**src/rtl/alu_seq.sv**
```systemverilog
// alu_seq: registered, start/busy/done successor to the model-machine 8-bit ALU.
// Define ALU_SEQ_MUL_EN to build the iterative unsigned multiplier on opcode (m=1, s=0011).
module alu_seq #(
    parameter int WIDTH = 8
) (
    input  logic             clk,
    input  logic             rst,
    input  logic             start,
    input  logic             m,
    input  logic [3:0]       s,
    input  logic [WIDTH-1:0] a,
    input  logic [WIDTH-1:0] b,
    output logic [WIDTH-1:0] t,
    output logic             cf,
    output logic             zf,
    output logic             busy,
    output logic             done
);

    localparam int SHW   = $clog2(WIDTH);
    localparam int CNT_W = SHW + 1;
    localparam logic [CNT_W-1:0] CNT_ONE = {{SHW{1'b0}}, 1'b1};
`ifdef ALU_SEQ_MUL_EN
    localparam logic [CNT_W-1:0] CNT_MUL = CNT_W'(WIDTH);
`endif

    typedef enum logic {
        ST_IDLE = 1'b0,
        ST_RUN  = 1'b1
    } state_e;

    typedef enum logic [3:0] {
        OP_NONE   = 4'd0,
        OP_ADD    = 4'd1,
        OP_SUB    = 4'd2,
        OP_ADC    = 4'd3,
        OP_AND    = 4'd4,
        OP_NOT    = 4'd5,
        OP_SHL    = 4'd6,
        OP_SHR    = 4'd7,
        OP_MUL    = 4'd8,
        OP_PASS_A = 4'd9,
        OP_PASS_B = 4'd10
    } op_e;

    // Opcode map inherited from the combinational ALU; unlisted codes fall to OP_NONE.
    function automatic op_e decode_op(input logic m_v, input logic [3:0] s_v);
        op_e op_v;
        case ({m_v, s_v})
            5'b1_1001: op_v = OP_ADD;
            5'b1_0110: op_v = OP_SUB;
            5'b1_0001: op_v = OP_ADC;
            5'b1_1011: op_v = OP_AND;
            5'b1_0101: op_v = OP_NOT;
            5'b1_1101: op_v = OP_SHL;
            5'b1_1110: op_v = OP_SHR;
`ifdef ALU_SEQ_MUL_EN
            5'b1_0011: op_v = OP_MUL;
`endif
            5'b0_1010: op_v = OP_PASS_B;
            5'b0_1100: op_v = OP_PASS_A;
            5'b0_0100: op_v = OP_PASS_A;
            default:   op_v = OP_NONE;
        endcase
        return op_v;
    endfunction

    state_e           state_r;
    op_e              op_r;
    logic [CNT_W-1:0] cnt_r;
    logic [WIDTH-1:0] work_r;
    logic [WIDTH-1:0] t_r;
    logic             cf_r;
    logic             zf_r;
    logic             busy_r;
    logic             done_r;
`ifdef ALU_SEQ_MUL_EN
    logic [WIDTH-1:0] hi_r;
    logic [WIDTH-1:0] mcand_r;
    logic [WIDTH:0]   mul_sum_s;
`endif

    op_e              op_s;
    logic [SHW-1:0]   n_s;
    logic [WIDTH:0]   add_s;
    logic [WIDTH:0]   adc_s;
    logic [WIDTH:0]   sub_s;
    logic [WIDTH-1:0] res_t_s;
    logic             res_cf_s;
    logic             res_zf_s;
    logic             multi_s;

    logic [WIDTH-1:0] step_work_s;
    logic             fin_cf_s;
    logic             fin_zf_s;

    // Decode the request and compute the single-cycle result straight from the inputs.
    always_comb begin
        op_s     = decode_op(m, s);
        n_s      = a[SHW-1:0];
        add_s    = {1'b0, a} + {1'b0, b};
        adc_s    = add_s + {{WIDTH{1'b0}}, cf_r};
        sub_s    = {1'b0, b} - {1'b0, a};
        res_t_s  = {WIDTH{1'b0}};
        res_cf_s = 1'b0;
        res_zf_s = 1'b0;
        multi_s  = 1'b0;
        case (op_s)
            OP_ADD: begin
                res_t_s  = add_s[WIDTH-1:0];
                res_cf_s = add_s[WIDTH];
                res_zf_s = (add_s[WIDTH-1:0] == {WIDTH{1'b0}});
            end
            OP_ADC: begin
                res_t_s  = adc_s[WIDTH-1:0];
                res_cf_s = adc_s[WIDTH];
                res_zf_s = (adc_s[WIDTH-1:0] == {WIDTH{1'b0}});
            end
            OP_SUB: begin
                res_t_s  = sub_s[WIDTH-1:0];
                res_cf_s = sub_s[WIDTH];
                res_zf_s = (sub_s[WIDTH-1:0] == {WIDTH{1'b0}});
            end
            OP_AND:    res_t_s = a & b;
            OP_NOT:    res_t_s = ~b;
            OP_PASS_A: res_t_s = a;
            OP_PASS_B: res_t_s = b;
            OP_SHL, OP_SHR: begin
                // A zero count finishes at once: nothing shifted out, so cf stays 0.
                if (n_s == {SHW{1'b0}}) begin
                    res_t_s  = b;
                    res_zf_s = (b == {WIDTH{1'b0}});
                end else begin
                    multi_s  = 1'b1;
                end
            end
`ifdef ALU_SEQ_MUL_EN
            OP_MUL:    multi_s = 1'b1;
`endif
            default: begin
                res_t_s  = {WIDTH{1'b0}};
                res_cf_s = 1'b0;
                res_zf_s = 1'b0;
            end
        endcase
    end

    // One iteration of the running multi-cycle op, plus the flags if it is the last one.
    always_comb begin
        step_work_s = work_r;
        fin_cf_s    = 1'b0;
        fin_zf_s    = 1'b0;
`ifdef ALU_SEQ_MUL_EN
        mul_sum_s   = {1'b0, hi_r} + (work_r[0] ? {1'b0, mcand_r} : {(WIDTH+1){1'b0}});
`endif
        case (op_r)
            OP_SHL: begin
                step_work_s = {work_r[WIDTH-2:0], 1'b0};
                fin_cf_s    = work_r[WIDTH-1];
                fin_zf_s    = (step_work_s == {WIDTH{1'b0}});
            end
            OP_SHR: begin
                step_work_s = {1'b0, work_r[WIDTH-1:1]};
                fin_cf_s    = work_r[0];
                fin_zf_s    = (step_work_s == {WIDTH{1'b0}});
            end
`ifdef ALU_SEQ_MUL_EN
            // Shift-add: {hi_r, work_r} holds partial product over the remaining multiplier bits.
            OP_MUL: begin
                step_work_s = {mul_sum_s[0], work_r[WIDTH-1:1]};
                fin_cf_s    = |mul_sum_s[WIDTH:1];
                fin_zf_s    = (mul_sum_s[WIDTH:1] == {WIDTH{1'b0}}) &&
                              (step_work_s == {WIDTH{1'b0}});
            end
`endif
            default: begin
                step_work_s = work_r;
                fin_cf_s    = 1'b0;
                fin_zf_s    = 1'b0;
            end
        endcase
    end

    // Control FSM with registered result, flags and handshake outputs.
    always_ff @(posedge clk or posedge rst) begin
        if (rst) begin
            state_r <= ST_IDLE;
            op_r    <= OP_NONE;
            cnt_r   <= {CNT_W{1'b0}};
            work_r  <= {WIDTH{1'b0}};
            t_r     <= {WIDTH{1'b0}};
            cf_r    <= 1'b0;
            zf_r    <= 1'b0;
            busy_r  <= 1'b0;
            done_r  <= 1'b0;
`ifdef ALU_SEQ_MUL_EN
            hi_r    <= {WIDTH{1'b0}};
            mcand_r <= {WIDTH{1'b0}};
`endif
        end else begin
            done_r <= 1'b0;
            case (state_r)
                ST_IDLE: begin
                    if (start) begin
                        if (multi_s) begin
                            state_r <= ST_RUN;
                            busy_r  <= 1'b1;
                            op_r    <= op_s;
                            work_r  <= b;
`ifdef ALU_SEQ_MUL_EN
                            cnt_r   <= (op_s == OP_MUL) ? CNT_MUL : {1'b0, n_s};
                            hi_r    <= {WIDTH{1'b0}};
                            mcand_r <= a;
`else
                            cnt_r   <= {1'b0, n_s};
`endif
                        end else begin
                            t_r    <= res_t_s;
                            cf_r   <= res_cf_s;
                            zf_r   <= res_zf_s;
                            done_r <= 1'b1;
                        end
                    end
                end
                ST_RUN: begin
                    work_r <= step_work_s;
                    cnt_r  <= cnt_r - CNT_ONE;
`ifdef ALU_SEQ_MUL_EN
                    hi_r   <= mul_sum_s[WIDTH:1];
`endif
                    // Outputs are only touched on the final iteration.
                    if (cnt_r == CNT_ONE) begin
                        state_r <= ST_IDLE;
                        busy_r  <= 1'b0;
                        done_r  <= 1'b1;
                        t_r     <= step_work_s;
                        cf_r    <= fin_cf_s;
                        zf_r    <= fin_zf_s;
                    end
                end
                default: begin
                    state_r <= ST_IDLE;
                    busy_r  <= 1'b0;
                end
            endcase
        end
    end

    assign t    = t_r;
    assign cf   = cf_r;
    assign zf   = zf_r;
    assign busy = busy_r;
    assign done = done_r;

endmodule

```
**config.mk**
```make
export PLATFORM = sky130hd
export DESIGN_NAME = alu_seq
export DESIGN_NICKNAME = d
export VERILOG_FILES = /design/src/rtl/alu_seq.sv
export SDC_FILE = /design/constraint.sdc
export NUM_CORES = 1
export LEC_CHECK = 0
export ABC_CLOCK_PERIOD_IN_PS = 2600
export BUFFER_PORTS_ARGS = -buffer_cell sky130_fd_sc_hd__buf_4
export CORE_MARGIN = 3
export CORE_UTILIZATION = 35
export CTS_CLUSTER_DIAMETER = 150
export DETAILED_ROUTE_END_ITERATION = 10
export HOLD_SLACK_MARGIN = 0.15
export PLACE_DENSITY = 0.6
export SLEW_MARGIN = 20
export SYNTH_ARGS = -nofsm -noshare
export SYNTH_HDL_FRONTEND = slang
export SYNTH_SLANG_ARGS = --single-unit
```
**constraint.sdc**
```tcl
create_clock -name clk -period 2.6 [get_ports clk]
set_clock_uncertainty 0.1 [all_clocks]
set_input_delay 0.52 -clock clk [delete_from_list [all_inputs] [get_ports clk]]
set_output_delay 0.52 -clock clk [all_outputs]
set_load 0.1 [all_outputs]
```
* After elaboration in Yosys (flattened, before gate mapping)
Memory sizes are Yosys's and may differ from the RTL's.
Cells that the tools add are included.
** Storage, ports and cells
- Flip-flop bits (word level) :: 29
- Bits in latches :: 0
- Bits in writable memories :: 0
- Bits in read-only memories :: 128
- Word-level logic and storage cells :: 85
- Memories :: 1
** Memory list
- (name not given) :: depth 32, width 4, read ports 1, clocked after Yosys merged registers in 0, write ports 0, RTL line 49 : case ({m_v, s_v})
** Cells by class
- Add/sub/neg operators :: 4
- $mul :: 0
- Div/mod/pow operators :: 0
- Magnitude comparators :: 0
- Eq/ne operators :: 16
- Shifts and indexed selects :: 0
- Multiplexer cells :: 40
- Bitwise logic cells :: 3
- Reduce and logical (&&, ||, !) cells :: 12
** Operators by type and width (number)
- $pmux 8 s8 :: 1
- $mux 8 :: 6
- $pmux 8 s2 :: 3
- $logic_not 8->1 :: 4
- $eq 4x3->1 const B :: 6
- $mux 1 :: 18
- $logic_not 7->1 :: 2
- $pmux 1 s2 :: 7
- $add 8x8->9 :: 1
- $add 9x1->9 :: 1
- $reduce_and 3->1 :: 3
- $sub 8x8->9 :: 1
- $and 8x8->8 :: 1
- $eq 4x1->1 const B :: 2
- $eq 4x2->1 const B :: 2
- $eq 4x4->1 const B :: 2
- $mux 4 :: 2
- $not 8->8 :: 1
- $pmux 4 s2 :: 1
- $ne 2x2->1 const B :: 3
- $pmux 1 s4 :: 1
- $sub 4x1->4 const B :: 1
- $logic_not 3->1 :: 1
- $pmux 1 s3 :: 1
- 4 further kinds :: 4

* Depth between registers and ports, before layout
Gate-level depths: netlist (run 1).
- Depth after elaboration :: 7
- Gate-level depth with buffers :: 12
- Gate-level depth less buffers :: 12

* Least setup slack after synthesis (run 1)
Ideal clock, no wire load.
- Kind :: input to register
- Start :: input a[0]
- End :: register zf_r, in the netlist zf
- Library setup time :: 0.078 ns
- Arrival :: 2.773 ns
- Path slack :: -0.351 ns
- Stages on the path :: 10
- Path buffers :: 0
- Cells stage by stage :: ha_1 > fa_1 > nand2b_4 > a21oi_1 > xnor2_1 > and4_4 > nand2_1 > mux2_4 > or4_1 > a21oi_1
** Between the ends
- Longest elaborated chain between the ends :: 7
- Elaborated cells between the ends (all ways) :: 16
- Those cells by class :: add/sub (3); eq/ne (1); mux (7); reduce/logical (5)
** Ends and longest elaborated chain
- start, declared :: RTL line 11 : input logic [WIDTH-1:0] a,
- $add 8x8->9 :: RTL line 101 : add_s = {1'b0, a} + {1'b0, b};
- $add 9x1->9 :: RTL line 102 : adc_s = add_s + {{WIDTH{1'b0}}, cf_r};
- $logic_not 8->1 :: RTL line 117 : res_zf_s = (adc_s[WIDTH-1:0] == {WIDTH{1'b0}});
- $pmux 1 s4 :: RTL line 108 : case (op_s)
- $mux 1 :: RTL line 205 : if (multi_s) begin
- $mux 1 :: RTL line 204 : if (start) begin
- $pmux 1 s2 :: RTL line 202 : case (state_r)
- end signal, assigned :: RTL line 220 : zf_r <= res_zf_s;
- end signal, assigned :: RTL line 238 : zf_r <= fin_zf_s;
- end, declared :: RTL line 74 : logic zf_r;
Parallel ways exist; a longest one is shown, timed or not. The select of a mux whose other input is x is not followed.
A chain may end at the register's enable or synchronous reset.

* Worst setup path after layout (run 1)
- Start :: input a[6]
- End :: register zf_r, in the netlist zf
** Between the ends
- Longest elaborated chain between the ends :: 7
- Elaborated cells between the ends (all ways) :: 10
- Those cells by class :: add/sub (3); mux (4); reduce/logical (3)
** Ends and longest elaborated chain (RTL line)
- $add 8x8->9 :: 101
- $add 9x1->9 :: 102
- $logic_not 8->1 :: 117
- $pmux 1 s4 * :: 108
- $mux 1 * :: 205
- $mux 1 * :: 204
- $pmux 1 s2 * :: 202
Every way passes the cells marked *; elsewhere a longest branch is shown, timed or not. The select of a mux whose other input is x is not followed.

==> results_dict.tcl, run 1 <==
set metrics [dict create \
    status "finished clean" \
    wire_per_inst_um 16.39 \
    synthSimpleGateAreaFrac_pct 22.65 \
    grt_pass1_wl_um 16030 \
    synth_compound_area_share_pct 26.13 \
    antenna_cells 0 \
    fin_crit_sh_pct 99.90 \
    synthXorXnorAreaFrac_pct 5.583 \
    drv_slew 0 \
    r2r_cells 7 \
    rows 33 \
    rsz0062_at_grt "true" \
    end_kind "flop" \
    start_util_pct 36.90 \
    die_w_um 100.0 \
    cap_violations 0 \
    cts_buffer_depth 2 \
    synthMuxAreaShare_pct 4.773 \
    worstSetupStartpointType "primary input" \
    arrival_ns 2.72 \
    path_clk_slew_ns 0.08 \
    p_leak_nw 2.064 \
    r2r_setup_slack_ns 0.38 \
    core_area_mm2 0.008382 \
    die_h_um 100.0 \
    max_stage_delay_ns 0.52 \
    critical_path.top_delay_family "simple AND/OR/NAND/NOR gates" \
    via_per_inst 5.566 \
    dr.pass1.iters 5 \
    ys_seq_elements 29 \
    hold_viol 0 \
    cts_root_buf "clkbuf_8" \
    ios 36 \
    cts_tree "built" \
    yosysWarnings 0 \
    die_area_mm2 0.01000 \
    num_vias 3312 \
    worstPathMaxFanout 3 \
    syn_avg_cell_area_um2 8.544 \
    antenna_found_initial 0 \
    peakVddDrop_uv 541.8 \
    setup_tns_ns 0 \
    crit_top_cell "xnor2_2" \
    final_antenna_net_count 0 \
    hp-class "primary input to asynchronous set/reset pin" \
    reg2reg_to "zf" \
    cpMaxStageDelayCell "or4_1" \
    numPortBuffers 35 \
    fillers 770 \
    syn_area_mm2 0.003093 \
    drive_gt1_share_pct 41.43 \
    final_nets 539 \
    max_freq_ghz 0.3850 \
    clk_latency_ns 0.29 \
    r2r-start "cf" \
    first_global_vias 3315 \
    grt_start_max_net_pins 30 \
    placed_area_mm2 0.004167 \
    crit_type "primary input to flop" \
    synth_top_family_by_area "compound AO/OA/AOI/OAI gates" \
    p_per_area_mw_per_mm2 764.5 \
    dr.first_iter.drc_count 241 \
    stdcell_area_mm2 0.004517 \
    ctsHtreeMaxLevel 2 \
    slew_headroom_pct 58.80 \
    overflow 0 \
    synth_cells 362 \
    utilization_pct 53.89 \
    crit_required_ns 2.72 \
    drc 0 \
    yosys.cell_types.count 73 \
    setup_viol 0 \
    crit_buf_inv 1 \
    synth_flop_cell "dfrtp_1" \
    cts-buffers-inserted 5 \
    clkSinkCount 29 \
    ys_async_sr_fraction_pct 100.0 \
    synth_nets 412 \
    routed_wl_um 9754 \
    area_delta_synth_final_pct 46.04 \
    synth_edf_count 0 \
    path_cells "buf_4 -> ha_1 -> or3_1 -> a211oi_2 -> a21oi_2 -> xnor2_2 -> xnor2_2 -> a31oi_1 -> or4_1 -> a21oi_1" \
    dp_hpwl_um 7750 \
    worst_pin_slew_ns 0.6158 \
    yosysSeqAreaShare_pct 23.46 \
    synthAdderAreaFrac_pct 11.00 \
    min_period_ns 2.597 \
    gp_congestion 0.9246 \
    groute.usage.overall_pct 19.66 \
]
power breakdown:
group          internal (mW)  switching [mW]
Combinational          0.813            1.34
Sequential             0.638           0.185
Clock                  0.286           0.188
per-layer routing:
layer  global-route usage (%)  vias to the layer above  share of wire, %
met5                        0                        -                 0
met4                    5.389                        0               1.6
met3                    2.293                       13               3.8
met2                    33.97                       76                49
met1                    25.98                     1606                45
li1                         -                     1617                 -
what timing repair did:
action,4_1_cts,5_1_grt
setup endpoints to repair,2,16
setup buffers,4,2
pin swaps,6,13
hold buffers,0,0
gates resized for setup,11,26
through the flow:
| step | hold WS (ns) | worst slack (ns) | total power, mW | cells |
|---|---|---|---|---|
| global placement | 0.3473 | -0.3841 | 2.846 | 581 |
| CTS | 0.2154 | -0.01108 | 3.402 | 593 |
| finish | 0.1974 | 0.002707 | 3.453 | 595 |
| global route | 0.2235 | -0.06370 | 3.676 | 595 |
| floorplan | 0.3308 | -0.1191 | 2.255 | 362 |
| detailed placement | 0.3499 | -0.4235 | 2.875 | 581 |
Yosys cell counts, types with 3 or more instances:
cell type,instances,share of area [%]
a211o_1,3,0.85
a21oi_1,25,4.0
a221o_1,7,2.3
a221oi_1,6,1.7
a222oi_1,4,1.3
a22oi_1,3,0.73
a31oi_1,10,2.0
and3_1,3,0.61
buf_2,4,0.65
buf_6,4,1.5
clkbuf_1,5,0.61
dfrtp_1,29,23
ha_1,24,9.7
inv_1,22,2.7
mux2i_1,11,3.6
nand2_1,35,4.2
nand2b_1,5,1.0
nand3_1,5,0.81
nand3b_1,7,1.7
nand4_1,4,0.81
nor2_1,22,2.7
nor2b_1,6,1.2
nor3_1,12,1.9
nor4_1,7,1.4
o2111ai_1,4,1.1
o211a_1,5,1.6
o21ai_0,15,2.4
o21ai_1,3,0.49
o22ai_1,3,0.61
or2_2,3,0.61
xnor2_1,12,3.4
xor2_1,4,1.1
worst register-to-register path, delay by kind of cell, from the launching register on:
kind,cells,cell delay [ns]
compound gates,3,0.48
fa+ha+maj,2,0.47
flops,1,0.43
mux,1,0.27
simple gates,1,0.41
kinds of logic (layout without fill, tap and decap cells):
logic type	count (synthesis)	count (layout)
fa+ha+maj	26	26
flops	29	29
xor+xnor	18	18
mux	14	14
buf+inv	38	166
compound gates	111	111
simple gates	126	126
how the worst max path moves through the flow:
stage / from / endpoint / slack (ns) / cells past startpoint
after floorplan: b[2] / zf / -0.12 / 10
after global placement: a[6] / zf / -0.38 / 10
after detailed placement: a[1] / zf / -0.42 / 11
after CTS: a[0] / zf / -0.01 / 11
after global routing: a[6] / zf / -0.06 / 11
final: a[6] / zf / 0.003 / 10
cells in the final DEF (no fill, tap or decap), types with 10 or more instances in the layout:
| cell | instances |
|---|---|
| ha_1 | 18 |
| nand2_1 | 33 |
| nor2_1 | 22 |
| buf_4 | 132 |
| o21ai_0 | 15 |
| mux2i_1 | 10 |
| a31oi_1 | 10 |
| a21oi_1 | 20 |
| nor3_1 | 10 |
| inv_1 | 19 |
| dfrtp_1 | 29 |
sequential cells by signal (all words and copies together), names as in the netlist:
name	count
busy	1
cf	1
cnt_r	4
done	1
op_r	4
state_r	1
t	8
work_r	8
zf	1
area by class of cell:
class	instances	area (um2)	share of cell area (%)
multi-input cells	295	2417	53.52
clock inverters	3	46.29	1.025
clock buffers	5	68.82	1.524
well taps	105	131.4	2.909
repair buffers	136	1040	23.02
flip-flops and latches	29	725.7	16.07
inverters	22	87.58	1.939
Note: power is estimated with default switching activity, not from simulation.
==> run 2, diff against run 1 <==
--- a/config.mk
+++ b/config.mk
@@ -5,14 +5,15 @@
 export SDC_FILE = /design/constraint.sdc
 export NUM_CORES = 1
 export LEC_CHECK = 0
+export ABC_AREA = 1
 export ABC_CLOCK_PERIOD_IN_PS = 2600
 export BUFFER_PORTS_ARGS = -buffer_cell sky130_fd_sc_hd__buf_4
 export CORE_MARGIN = 3
-export CORE_UTILIZATION = 35
+export CORE_UTILIZATION = 60
 export CTS_CLUSTER_DIAMETER = 150
 export DETAILED_ROUTE_END_ITERATION = 10
 export HOLD_SLACK_MARGIN = 0.15
-export PLACE_DENSITY = 0.6
+export PLACE_DENSITY = 0.89
 export SLEW_MARGIN = 20
 export SYNTH_ARGS = -nofsm -noshare
 export SYNTH_HDL_FRONTEND = slang
==> results_dict.tcl, run 2 <==
set metrics [dict create \
    status "finished clean" \
    peakVddDrop_uv 1110 \
    num_vias 3827 \
    power_switching_mw 1.813 \
    ys_async_sr_fraction_pct 100.0 \
    placed_area_mm2 0.003825 \
    drive_gt1_share_pct 23.47 \
    cts-buffers-inserted 5 \
    cts_root_buf "clkbuf_8" \
    syn_area_mm2 0.003346 \
    antenna_cells 0 \
    max_freq_ghz 0.4045 \
    dr.first_iter.drc_count 346 \
    p_per_area_mw_per_mm2 817.5 \
    ys_seq_elements 29 \
    ctsHtreeMaxLevel 2 \
    die_w_um 80.68 \
    yosysWarnings 0 \
    r2r-start "cf" \
    pre_cts_slack_ns -0.1329 \
    die_area_mm2 0.006508 \
    synthTopCellsByCount "nand2_1, inv_1, nor2_1" \
    rows 26 \
    yosysTopAreaCell "dfrtp_1" \
    power_mw 3.219 \
    first_global_vias 3625 \
    clkSinkCount 29 \
    postCtsHoldBufs 0 \
    synth_most_common_cell "nand2_1" \
    synth.area.top_cells "dfrtp_1, nand2_1, ha_1" \
    numPortBuffers 35 \
    cts_tree "built" \
    crit_required_ns 2.72 \
    setup_tns_ns 0 \
    dp_hpwl_um 8257 \
    yosysSeqAreaShare_pct 21.69 \
    cts_buffer_depth 2 \
    utilization_pct 75.18 \
    layout_common_cells "nand2_1, buf_4, inv_1" \
    seqPwrFrac_pct 24.0 \
    synth_top_area_share_pct 21.69 \
    gp_congestion 0.9790 \
    stdcell_area_mm2 0.003938 \
    hold_viol 0 \
    arrival_ns 2.59 \
    drc 0 \
    yosys.cell_types.count 42 \
    groute.usage.overall_pct 32.90 \
    path_clk_slew_ns 0.06 \
    pwr-share-clk_pct 11.8 \
    die_h_um 80.68 \
    grt_start_max_net_pins 30 \
    synth_nets 560 \
    p_leak_nw 2.018 \
    start_util_pct 63.88 \
    overflow 0 \
    ios 36 \
    hp-class "primary input to asynchronous set/reset pin" \
    antenna_found_initial 0 \
    min_period_ns 2.472 \
    syn_avg_cell_area_um2 6.560 \
    worstSetupStartpointType "primary input" \
    synth_flop_cell "dfrtp_1" \
    slew_headroom_pct 64.17 \
    grt_pass1_wl_um 16730 \
    worst_pin_slew_ns 0.5333 \
    wire_per_inst_um 16.18 \
    mostFrequentLayoutCell "nand2_1" \
    switching_share_pct 56.32 \
    core_area_mm2 0.005238 \
    clk_latency_ns 0.29 \
    intPower_mw 1.406 \
    final_antenna_net_count 0 \
    critical_path.startpoint "a[0]" \
    synth_edf_count 0 \
    crit_type "primary input to flop" \
    area_delta_synth_final_pct 17.69 \
    fin_ws_ns 0.1279 \
    drv_slew 0 \
    routed_wl_um 10370 \
    p_comb_share_pct 64.2 \
    synth_cells 510 \
    worstPathMaxFanout 3 \
    end_kind "flop" \
    final_nets 621 \
    setup_viol 0 \
    fin_crit_sh_pct 95.08 \
    fillers 409 \
    cap_violations 0 \
    dr.pass1.iters 5 \
    via_per_inst 5.970 \
]
## run 2: worst max-delay path, cell delays in order
cell and delay [ns]:
buf_4 0.12, ha_1 0.22, fa_2 0.56, ha_1 0.19, nand3_2 0.11, nand2_1 0.08
nand2_1 0.07, nor3_2 0.15, nand3_1 0.09, nor2_1 0.09, nand3_1 0.08, nand2_1 0.10
nand2_1 0.07, a21oi_2 0.13
## run 2: cells by family (layout without fill, tap and decap cells)
| kind of cell | count (synthesis) | in the layout | synth area share [%] |
|---|---|---|---|
| and+or+nand+nor | 278 | 278 | 39.15 |
| buffers and inverters | 91 | 152 | 11.97 |
| AOI/OAI and AO/OA | 84 | 84 | 16.49 |
| DFF | 29 | 29 | 21.69 |
| adders and majority gates | 26 | 26 | 10.17 |
| xor gates and xnor gates | 2 | 2 | 0.5237 |
## run 2: power groups by stage
stage	logic (mW)	clock network, mW	registers (mW)
4_1_cts	2.03	0.373	0.767
6_report	2.07	0.380	0.773
3_5_place_dp	2.02	0	0.771
2_1_floorplan	0.886	0	1.41
3_3_place_gp	1.97	0	0.760
5_1_grt	2.22	0.389	0.791
## run 2: final timing paths
path                             to  slack [ns]  cells past startpoint
max                              zf        0.13                     14
min in group clk            op_r[2]        0.36                      2
max reg2reg                      zf        0.54                     11
max in group asynchronous      busy        1.91                      3
min                        cnt_r[3]        0.21                      3
min reg2reg                 op_r[2]        0.36                      2
## run 2: through the flow
stage | hold WS, ns | std cells
floorplan | 0.3214 | 510
global placement | 0.3361 | 634
detailed placement | 0.3386 | 634
CTS | 0.2256 | 641
global route | 0.2491 | 641
finish | 0.2111 | 641
## run 2: what timing repair did
| action | 4_1_cts | 5_1_grt |
|---|---|---|
| setup buffers | 0 | 0 |
| endpoints found under the hold margin | 0 | 0 |
| endpoints found under the setup margin | 0 | 3 |
| gates resized for setup | 0 | 7 |
## run 2: metal layers
layer / track usage [%] / vias to the layer above / part of all wire, %
met1: 42.11 / 1777 / 41
met4: 8.953 / 0 / 2.1
met3: 7.063 / 30 / 8.6
li1: - / 1814 / -
met5: 0 / - / 0
met2: 55.71 / 206 / 48
## run 2: area by class of cell
class	count	area, um2	share of cell area, %
Multi-Input combinational cell	390	2246	57.04
Sequential cell	29	725.7	18.43
Timing Repair Buffer	66	495.5	12.58
Inverter	79	296.5	7.531
Tap cell	70	87.58	2.224
Clock buffer	7	86.33	2.193
==> run 3, diff against run 2 <==
--- a/config.mk
+++ b/config.mk
@@ -8,12 +8,11 @@
 export ABC_AREA = 1
 export ABC_CLOCK_PERIOD_IN_PS = 2600
 export BUFFER_PORTS_ARGS = -buffer_cell sky130_fd_sc_hd__buf_4
-export CORE_MARGIN = 3
-export CORE_UTILIZATION = 60
+export CORE_UTILIZATION = 45
 export CTS_CLUSTER_DIAMETER = 150
 export DETAILED_ROUTE_END_ITERATION = 10
 export HOLD_SLACK_MARGIN = 0.15
-export PLACE_DENSITY = 0.89
+export PLACE_DENSITY = 0.72
 export SLEW_MARGIN = 20
 export SYNTH_ARGS = -nofsm -noshare
 export SYNTH_HDL_FRONTEND = slang
==> constraint.sdc (replaced) <==
create_clock -name clk -period 2.6 [get_ports clk]
set_clock_uncertainty 0.1 [all_clocks]
set_input_delay 0.13 -clock clk [delete_from_list [all_inputs] [get_ports clk]]
set_output_delay 0.13 -clock clk [all_outputs]
set_load 0.1 [all_outputs]
==> results_dict.tcl, run 3 (synthesis gave the netlist of run 2 again) <==
set metrics [dict create \
    cap_violations 0 \
    layout_common_cells "nand2_1, inv_1, nor2_1" \
    area_delta_synth_final_pct 15.97 \
    fin_ws_ns 0.1152 \
    groute.usage.overall_pct 26.18 \
    path_clk_slew_ns 0.06 \
    status "finished clean" \
    hold_viol 0 \
    core_area_mm2 0.007214 \
    die_h_um 88.23 \
    peakVddDrop_uv 628.8 \
    stdcell_area_mm2 0.003880 \
    crit_type "primary input to flop" \
    fin_crit_sh_pct 95.57 \
    intPower_mw 1.339 \
    arrival_ns 2.60 \
    gp_congestion 0.9263 \
    worstSetupStartpointType "primary input" \
    cts_root_buf "clkbuf_8" \
    power_mw 3.118 \
    p_leak_nw 1.910 \
    grt_pass1_wl_um 15630 \
    placed_area_mm2 0.003643 \
    hp-class "primary input to flop" \
    die_w_um 88.23 \
    holdWs_ns 0.1531 \
    antenna_found_initial 0 \
    p_comb_share_pct 62.9 \
    final_antenna_net_count 0 \
    dr.pass1.iters 5 \
    wire_per_inst_um 15.22 \
    grt_start_max_net_pins 30 \
    min_period_ns 2.485 \
    max_freq_ghz 0.4024 \
    first_global_vias 3298 \
    final_nets 599 \
    drive_gt1_share_pct 19.82 \
    clk_latency_ns 0.28 \
    mostFrequentLayoutCell "nand2_1" \
    end_kind "flop" \
    cts_buffer_depth 2 \
    worstPathMaxFanout 5 \
    dp_cells 634 \
    seqPwrFrac_pct 25.7 \
    dp_hpwl_um 7725 \
    crit_required_ns 2.71 \
    start_util_pct 46.38 \
    routed_wl_um 9880 \
    die_area_mm2 0.007784 \
    num_vias 3591 \
    rsz0062_at_grt "true" \
    utilization_pct 53.78 \
    cts_tree "built" \
    slew_headroom_pct 59.94 \
    p_per_area_mw_per_mm2 803.7 \
    drv_slew 0 \
    antenna_cells 0 \
    switching_share_pct 57.07 \
    pre_cts_slack_ns 0.1739 \
    drc 0 \
    pwr-share-clk_pct 11.3 \
    clkSinkCount 29 \
    numPortBuffers 35 \
    power_switching_mw 1.780 \
    rows 31 \
    setup_tns_ns 0 \
    worst_pin_slew_ns 0.6008 \
    ios 36 \
    overflow 0 \
    layoutNonFillerInstCount 649 \
    dr.first_iter.drc_count 288 \
    setup_viol 0 \
    cts-buffers-inserted 5 \
    via_per_inst 5.533 \
    ctsHtreeMaxLevel 2 \
]
run 3: per-layer routing:
layer	GRT usage (%)	share of wire, %	up-vias
met5	0	0	-
met4	8.651	2.4	0
met3	4.011	6.1	22
met2	42.17	46	131
met1	35.91	45	1667
li1	-	-	1771
run 3: cell type report:
cell class	instances	area, um2
timing repair buffer	44	351.6
multi-input combinational	390	2300
tap	99	123.9
clock buffer	6	72.57
clock inverter	2	10.01
sequential	29	725.7
inverter	79	296.5
fill	744	3334
run 3: timing repair:
action	4_1_cts	5_1_grt
hold buffers	7	0
setup buffers	0	0
setup endpoints to repair	0	6
hold endpoints to repair	35	0
resized for setup	0	15
run 3: path summary, 6_finish.rpt:
path                            startpoint  cells after the start  slack, ns         to
worst min-delay path                  b[5]                      3       0.15  work_r[5]
min in group asynchronous              rst                      4       0.37    op_r[2]
worst max register to register          cf                     12       0.61         cf
max in group asynchronous              rst                      4       1.75       busy
worst max-delay path                  b[0]                     16       0.12         zf
worst min register to register     op_r[1]                      2       0.36    op_r[1]
run 3: power groups by stage:
stage	logic (mW)	registers, mW	clock network, mW
after global placement	1.89	0.802	0
after detailed placement	1.91	0.805	0
final	1.96	0.802	0.354
after floorplan	0.886	1.41	0
after global routing	2.12	0.829	0.386
after CTS	1.92	0.800	0.360
run 3: worst max-delay path: stages:
cell and delay [ns]:
buf_4 0.13, dlygate4sd3_1 0.55, inv_1 0.12, ha_4 0.14, inv_1 0.05, fa_1 0.42
xor2_1 0.20, nor2_1 0.10, nand2_1 0.07, nor3_2 0.20, nand4_1 0.10, nor2_1 0.10
nor2_1 0.06, nand2_1 0.06, nand2_1 0.05, a21oi_1 0.12
